## src/rtl/rotary_quad_gen.sv

```systemverilog
// Quadrature A/B generator: emits step_count detents of a Gray-coded A/B pattern in the requested direction.
// Latency: zero; rotary_a/b take the PH1 value on the accept edge; one detent lasts 4*PHASE_CYCLES clocks.
// Backpressure: step_ready is high only in IDLE; abort cancels a running request on the next edge without a done pulse.
module rotary_quad_gen #(
    parameter int PHASE_CYCLES = 4,
    parameter int CNT_W        = 4
) (
    input  logic             clk,
    input  logic             reset,
    input  logic             step_valid,
    output logic             step_ready,
    input  logic             step_dir,
    input  logic [CNT_W-1:0] step_count,
    input  logic             abort,
    output logic             rotary_a,
    output logic             rotary_b,
    output logic             busy,
    output logic             done
);

    localparam int PW = $clog2(PHASE_CYCLES) + 1;
    localparam logic [PW-1:0] PH_LAST = PW'(PHASE_CYCLES - 1);

    typedef enum logic [2:0] {
        S_IDLE,
        S_PH1,
        S_PH2,
        S_PH3,
        S_GAP
    } state_t;

    state_t           r_state;
    state_t           w_state_nxt;
    logic [PW-1:0]    r_ph_cnt;
    logic [CNT_W-1:0] r_rem;
    logic [CNT_W-1:0] w_rem_nxt;
    logic             r_dir;
    logic             w_dir_nxt;
    logic             w_done_nxt;
    logic             w_a_nxt;
    logic             w_b_nxt;
    logic             w_ph_end;

    assign step_ready = (r_state == S_IDLE);
    assign w_ph_end   = (r_ph_cnt == PH_LAST);

    // Next-state logic: accept in IDLE, walk PH1..GAP per detent, abort only outside IDLE.
    always_comb begin
        w_state_nxt = r_state;
        w_rem_nxt   = r_rem;
        w_dir_nxt   = r_dir;
        w_done_nxt  = 1'b0;
        case (r_state)
            S_IDLE: begin
                if (step_valid) begin
                    w_dir_nxt = step_dir;
                    w_rem_nxt = step_count;
                    // A zero-detent request completes immediately with no waveform.
                    if (step_count == '0) begin
                        w_done_nxt = 1'b1;
                    end else begin
                        w_state_nxt = S_PH1;
                    end
                end
            end
            default: begin
                if (abort) begin
                    w_state_nxt = S_IDLE;
                    w_rem_nxt   = '0;
                end else if (w_ph_end) begin
                    case (r_state)
                        S_PH1:   w_state_nxt = S_PH2;
                        S_PH2:   w_state_nxt = S_PH3;
                        S_PH3:   w_state_nxt = S_GAP;
                        default: begin
                            if (r_rem > CNT_W'(1)) begin
                                w_rem_nxt   = r_rem - CNT_W'(1);
                                w_state_nxt = S_PH1;
                            end else begin
                                w_rem_nxt   = '0;
                                w_state_nxt = S_IDLE;
                                w_done_nxt  = 1'b1;
                            end
                        end
                    endcase
                end
            end
        endcase
    end

    // Output decode from the next state so the registered pins move on the same edge as the state.
    always_comb begin
        w_a_nxt = 1'b0;
        w_b_nxt = 1'b0;
        case (w_state_nxt)
            S_PH1: begin
                w_a_nxt = ~w_dir_nxt;
                w_b_nxt = w_dir_nxt;
            end
            S_PH2: begin
                w_a_nxt = 1'b1;
                w_b_nxt = 1'b1;
            end
            S_PH3: begin
                w_a_nxt = w_dir_nxt;
                w_b_nxt = ~w_dir_nxt;
            end
            default: begin
                w_a_nxt = 1'b0;
                w_b_nxt = 1'b0;
            end
        endcase
    end

    // State, phase timer, latched request and registered outputs.
    always_ff @(posedge clk or posedge reset) begin
        if (reset) begin
            r_state  <= S_IDLE;
            r_ph_cnt <= '0;
            r_rem    <= '0;
            r_dir    <= 1'b0;
            rotary_a <= 1'b0;
            rotary_b <= 1'b0;
            busy     <= 1'b0;
            done     <= 1'b0;
        end else begin
            r_state  <= w_state_nxt;
            // Timer restarts on every state change and stays parked at 0 while idle.
            if ((w_state_nxt != r_state) || (r_state == S_IDLE)) begin
                r_ph_cnt <= '0;
            end else begin
                r_ph_cnt <= r_ph_cnt + PW'(1);
            end
            r_rem    <= w_rem_nxt;
            r_dir    <= w_dir_nxt;
            rotary_a <= w_a_nxt;
            rotary_b <= w_b_nxt;
            busy     <= (w_state_nxt != S_IDLE);
            done     <= w_done_nxt;
        end
    end

endmodule

```

## config.mk

```make
export PLATFORM = sky130hd
export DESIGN_NAME = rotary_quad_gen
export DESIGN_NICKNAME = d
export VERILOG_FILES = /design/src/rtl/rotary_quad_gen.sv
export SDC_FILE = /design/constraint.sdc
export NUM_CORES = 1
export LEC_CHECK = 0
export CAP_MARGIN = 20
export CORE_AREA = 2 2 43 45
export CTS_CLUSTER_SIZE = 30
export DETAILED_ROUTE_END_ITERATION = 10
export DIE_AREA = 0 0 45 47
export PLACE_DENSITY = 0.76
export SETUP_SLACK_MARGIN = 0.05
export SLEW_MARGIN = 20
export SYNTH_ARGS = -nofsm -noshare
export SYNTH_HDL_FRONTEND = slang
export SYNTH_SLANG_ARGS = --single-unit
```

## constraint.sdc

```tcl
create_clock -name clk -period 3.8 [get_ports clk]
set_input_delay 1.14 -clock clk [delete_from_list [all_inputs] [get_ports clk]]
set_output_delay 1.14 -clock clk [all_outputs]
set_load 0.01 [all_outputs]
```

## Word level (Yosys, flattened, before mapping)

Index checks and enable logic that the tools add are counted.

| storage, ports and cells | value |
|---|---|
| register bits after elaboration | 15 |
| word-level logic and storage cells | 54 |

| cells by class | value |
|---|---|
| add/sub/neg operators | 2 |
| equal/unequal tests | 10 |
| bitwise logic cells | 1 |
| reduce and logical (&&, ||, !) cells | 7 |
| muxes and demuxes | 25 |
| $lt $le $gt $ge | 1 |

Operator list:

| cell | number |
|---|---|
| 4-bit 2-to-1 mux | 6 |
| 3-bit 2-to-1 mux | 6 |
| 3-bit by 2-bit equality test with 1-bit output, second input constant | 5 |
| 1-bit 2-to-1 mux | 10 |
| 3-bit one-hot mux with 3 select lines | 1 |
| 3-bit by 1-bit equality test with 1-bit output, second input constant | 2 |
| 1-bit one-hot mux with 3 select lines | 2 |
| 3-bit nonzero test | 2 |
| 4-bit by 1-bit > comparator with 1-bit output, second input constant | 1 |
| 4-bit logical NOT | 1 |
| 4-bit by 1-bit subtractor with 4-bit output, second input constant | 1 |
| 3-bit by 1-bit adder with 3-bit output, second input constant | 1 |
| 3-bit logical NOT | 1 |
| 3-bit by 1-bit inequality test with 1-bit output, second input constant | 1 |
| 3-bit inequality test | 1 |
| 3-bit AND reduction | 1 |
| 3-bit OR reduction | 1 |
| 2-bit inequality test, second input constant | 1 |
| 1-bit logical OR | 1 |
| 1-bit inverter | 1 |

## Longest topological paths before layout

| depth | value |
|---|---|
| word-level depth | 9 |
| gate-level depth with buffers | 7 |
| mapped depth without buffers | 6 |

## Worst setup path before layout

No wires, ideal clock.

| timing path | value |
|---|---|
| kind | input -> register |
| start | input port step_count[3] |
| end | register busy |
| setup slack | 1.264 ns |
| stages | 4 |
| data required time | 3.676 ns |
| library setup time | 0.124 ns |
| arrival | 2.411 ns |
| path buffers | 0 |
| path through | or4_4 -> and2_4 -> or3_4 -> or2_1 |

| on the way | value |
|---|---|
| cells in the longest elaborated chain, start to end | 5 |

Ends and longest elaborated chain:

| item | RTL line | source |
|---|---|---|
| start: declaration | 13 | `input logic [CNT_W-1:0] step_count,` |
| 4-bit logical NOT | 59 | `if (step_count == '0) begin` |
| 3-bit 2-to-1 mux | 59 |  |
| 3-bit 2-to-1 mux | 55 | `if (step_valid) begin` |
| 3-bit 2-to-1 mux | 53 | `case (r_state)` |
| net w_state_nxt[0] | 33 | `state_t w_state_nxt;` |
| 3-bit nonzero test | 138 | `busy <= (w_state_nxt != S_IDLE);` |
| end signal: assignment | 138 |  |
| end: declaration | 17 | `output logic busy,` |

The timed path passes the listed nets, and every way through them passes these cells.
A chain may end at the register's enable or synchronous reset.

## Worst setup path after layout

| timing path | value |
|---|---|
| start | register r_state[2] |
| end | output port step_ready |

| on the way | value |
|---|---|
| cells in the longest elaborated chain, start to end | 1 |

Ends and longest elaborated chain:

| item | RTL line | source |
|---|---|---|
| start: declaration | 32 | `state_t r_state;` |
| start signal: assignment | 127 | `r_state <= w_state_nxt;` |
| 3-bit logical NOT | 44 | `assign step_ready = (r_state == S_IDLE);` |
| end: declaration | 11 | `output logic step_ready,` |

Every way passes these cells.

==> summary.txt <==
Vias/cell: 5.80
worst-path maximum fanout: 12
CTS resizes: 0
clock tree root buffer cell: clkbuf_4
Seq/Total Area, Yosys: 44.4%
total track usage: 17.5%
leakage power: 0.000458 uW
status: finished, final reports clean
Internal: 303 uW
Synth Area per Inst: 10.2 um2
final slew viol count: 0
largest net degree at the start of global routing: 16
RR Startpoint: r_rem[0]
crit path launch type: register
Area Growth Syn to Fin: 20.1%
clock network power share: 20.2%
Worst Setup EP: step_ready
CP delay by family, top: buffers and inverters
total grt overflow: 0
critical path, cell by cell: nor3_1, buf_4, clkdlybuf4s50_1
area occupied by multi-input gates: 419 um2
most numerous cell in the Yosys netlist: dfrtp_1
synth top area cells: dfrtp_1 44%, ha_1 5.9%, a21oi_1 4.1%
Clock transition at path regs: 90 ps
setup_tns: 0 ps
CP Launch Point: r_state[2]
top post-synthesis cells by count: 15 x dfrtp_1, 9 x inv_1, 7 x a21oi_1
Critical Path RT: 2660 ps
Worst path max stage delay: 550 ps
DIE AREA: 2120 um2
Layout Cells excl Fill: 114
Sw Ratio: 33.5%
first-pass GRT wire length: 2560 um
vias in the first global route: 615
port buffer count: 13
fin crit period: 2870 ps
DRC Markers: 0
row count: 15
Setup WS post-layout: 933 ps
Crit. End Element: output pin
I/O pin cnt: 14
largest area contributor in the netlist: dfrtp_1
initial core utilization: 51.1%
worst skew pair latency: 290 ps
RSZ-0062 raised after global routing: false
PwrDens: 449 nW/um2
Die Ht: 47 um
asr flop ratio synth: 100%
internal reg-to-reg setup slack: 1940 ps
Mapped Area: 845 um2
Main synth FF type: dfrtp_1
DRT Pass-1 Iters: 4
routability cong.: 0.790
final setup fails: 0
Detail Placement HPWL: 1150 um
Fillers: 145
Initial DRC Count: 11
clock buffer depth: 2
core area: 1650 um2
WL final: 1560 um
fraction of power consumed by sequential logic: 44.8%
Gate power share: 35.0%
Vias: 661
post-synthesis register bit count: 15
Least-Margin Pin Slew: 572 ps
critical path type: reg2out
post-route ant nets: 0
crit path DAT: 1730 ps
TritonCTS clock tree: built
Antenna Diode Count: 0
fin nets: 111
number of synthesized flops with an enable pin: 0
initial antenna violation count: 0
slew margin rel.: 61.8%
Reg area: 375 um2
Num CTS Buffers: 3
Synth Instances: 83
DP Cell Count: 110
Reg2Reg Depth: 6
clock sink count: 15
maximum VDD drop: 0.000252 V
worst r2r dst: r_rem[2]
Critical Path Stages: 3
Clock Skew: 5.52 ps
WL per Instance: 13.6 um
Max-Cap Viols: 0
hold crit path type: reg2reg
nets in the synthesized netlist: 96
cts hold-fix bufs: 0
highest achievable clock rate: 349 MHz
Hold Fails Final Rpt: 0
post-synth top area share: 44.4%
Place WS: 788 ps
buffer count from post-CTS setup fixing: 0
H-tree Lvls: 1
worst path bufs/invs: 2
final critical-path share of the clock period: 75.4%
Slowest cell on crit path: clkdlybuf4s50_1
library cells used by synthesis: 37
Net Switching: 153 uW
Synth Warn #: 0
layout cell share with drive strength beyond 1: 12.4%
Die Width: 45 um
WHS Path Cells: 1
power by group through the flow:
stage | registers (uW) | clock network [uW] | logic, uW
3_5_place_dp | 207 | 0 | 160
4_1_cts | 204 | 95.5 | 160
6_report | 204 | 92.1 | 159
3_3_place_gp | 206 | 0 | 155
5_1_grt | 208 | 103 | 178
2_1_floorplan | 207 | 0 | 108
through the flow:
step / instance area, um2 / util, % / hold WS (ps) / total power (uW)
finish: 1010 / 61.4 / 439 / 455
global route: 1010 / 61.4 / 458 / 489
CTS: 1010 / 61.4 / 445 / 459
detailed placement: 987 / 59.8 / 433 / 367
global placement: 987 / 59.8 / 432 / 361
floorplan: 845 / - / 416 / 315
cells by family after synthesis:
family | after synthesis | synth area share (%)
AO/OA/AOI/OAI | 21 | 17.3
buffers and inverters | 13 | 5.92
multiplexers | 4 | 4.89
flip-flops | 15 | 44.4
AND/OR/NAND/NOR | 26 | 21.5
adder cells (fa/ha/maj) | 4 | 5.93
sequential cells by signal, summed over array words and instances, names as in the netlist:
signal	cells
busy	1
done	1
r_dir	1
r_ph_cnt	3
r_rem	4
r_state	3
rotary_a	1
rotary_b	1
layer usage:
metal	vias up	GRT usage [%]	wire, um
li1	329	-	-
met1	317	20.9	755
met2	13	29.1	733
met3	2	4.62	57
met4	0	8.82	10
met5	-	0	0
worst min path at each step:
| stage | startpoint | to | slack (ps) |
|---|---|---|---|
| 6_report | r_ph_cnt[0] | r_ph_cnt[0] | 440 |
| 5_1_grt | r_ph_cnt[0] | r_ph_cnt[0] | 460 |
| 4_1_cts | r_ph_cnt[0] | r_ph_cnt[0] | 450 |
| 3_5_place_dp | r_ph_cnt[0] | r_ph_cnt[0] | 430 |
| 3_3_place_gp | r_ph_cnt[0] | r_ph_cnt[0] | 430 |
| 2_1_floorplan | r_ph_cnt[0] | r_ph_cnt[0] | 420 |
area by class of cell:
| cell class | instances | share of cell area, % |
|---|---|---|
| Inverter | 9 | 3.33 |
| Clock inverter | 1 | 0.493 |
| Multi-Input combinational cell | 55 | 41.3 |
| Timing Repair Buffer | 14 | 13.6 |
| Sequential cell | 15 | 37.0 |
| Tap cell | 17 | 2.10 |
| Clock buffer | 3 | 2.22 |
cells in the final DEF, fill, tap and decap left out, drive strengths merged, types with 3 or more instances in the layout:
cell,instances
mux2i,3
o22ai,3
clkbuf,3
or2,3
ha,4
nand2,4
dfrtp,15
a21oi,7
inv,9
clkdlybuf4s50,13
nand2b,3
Note: power is estimated with default switching activity, not from simulation.
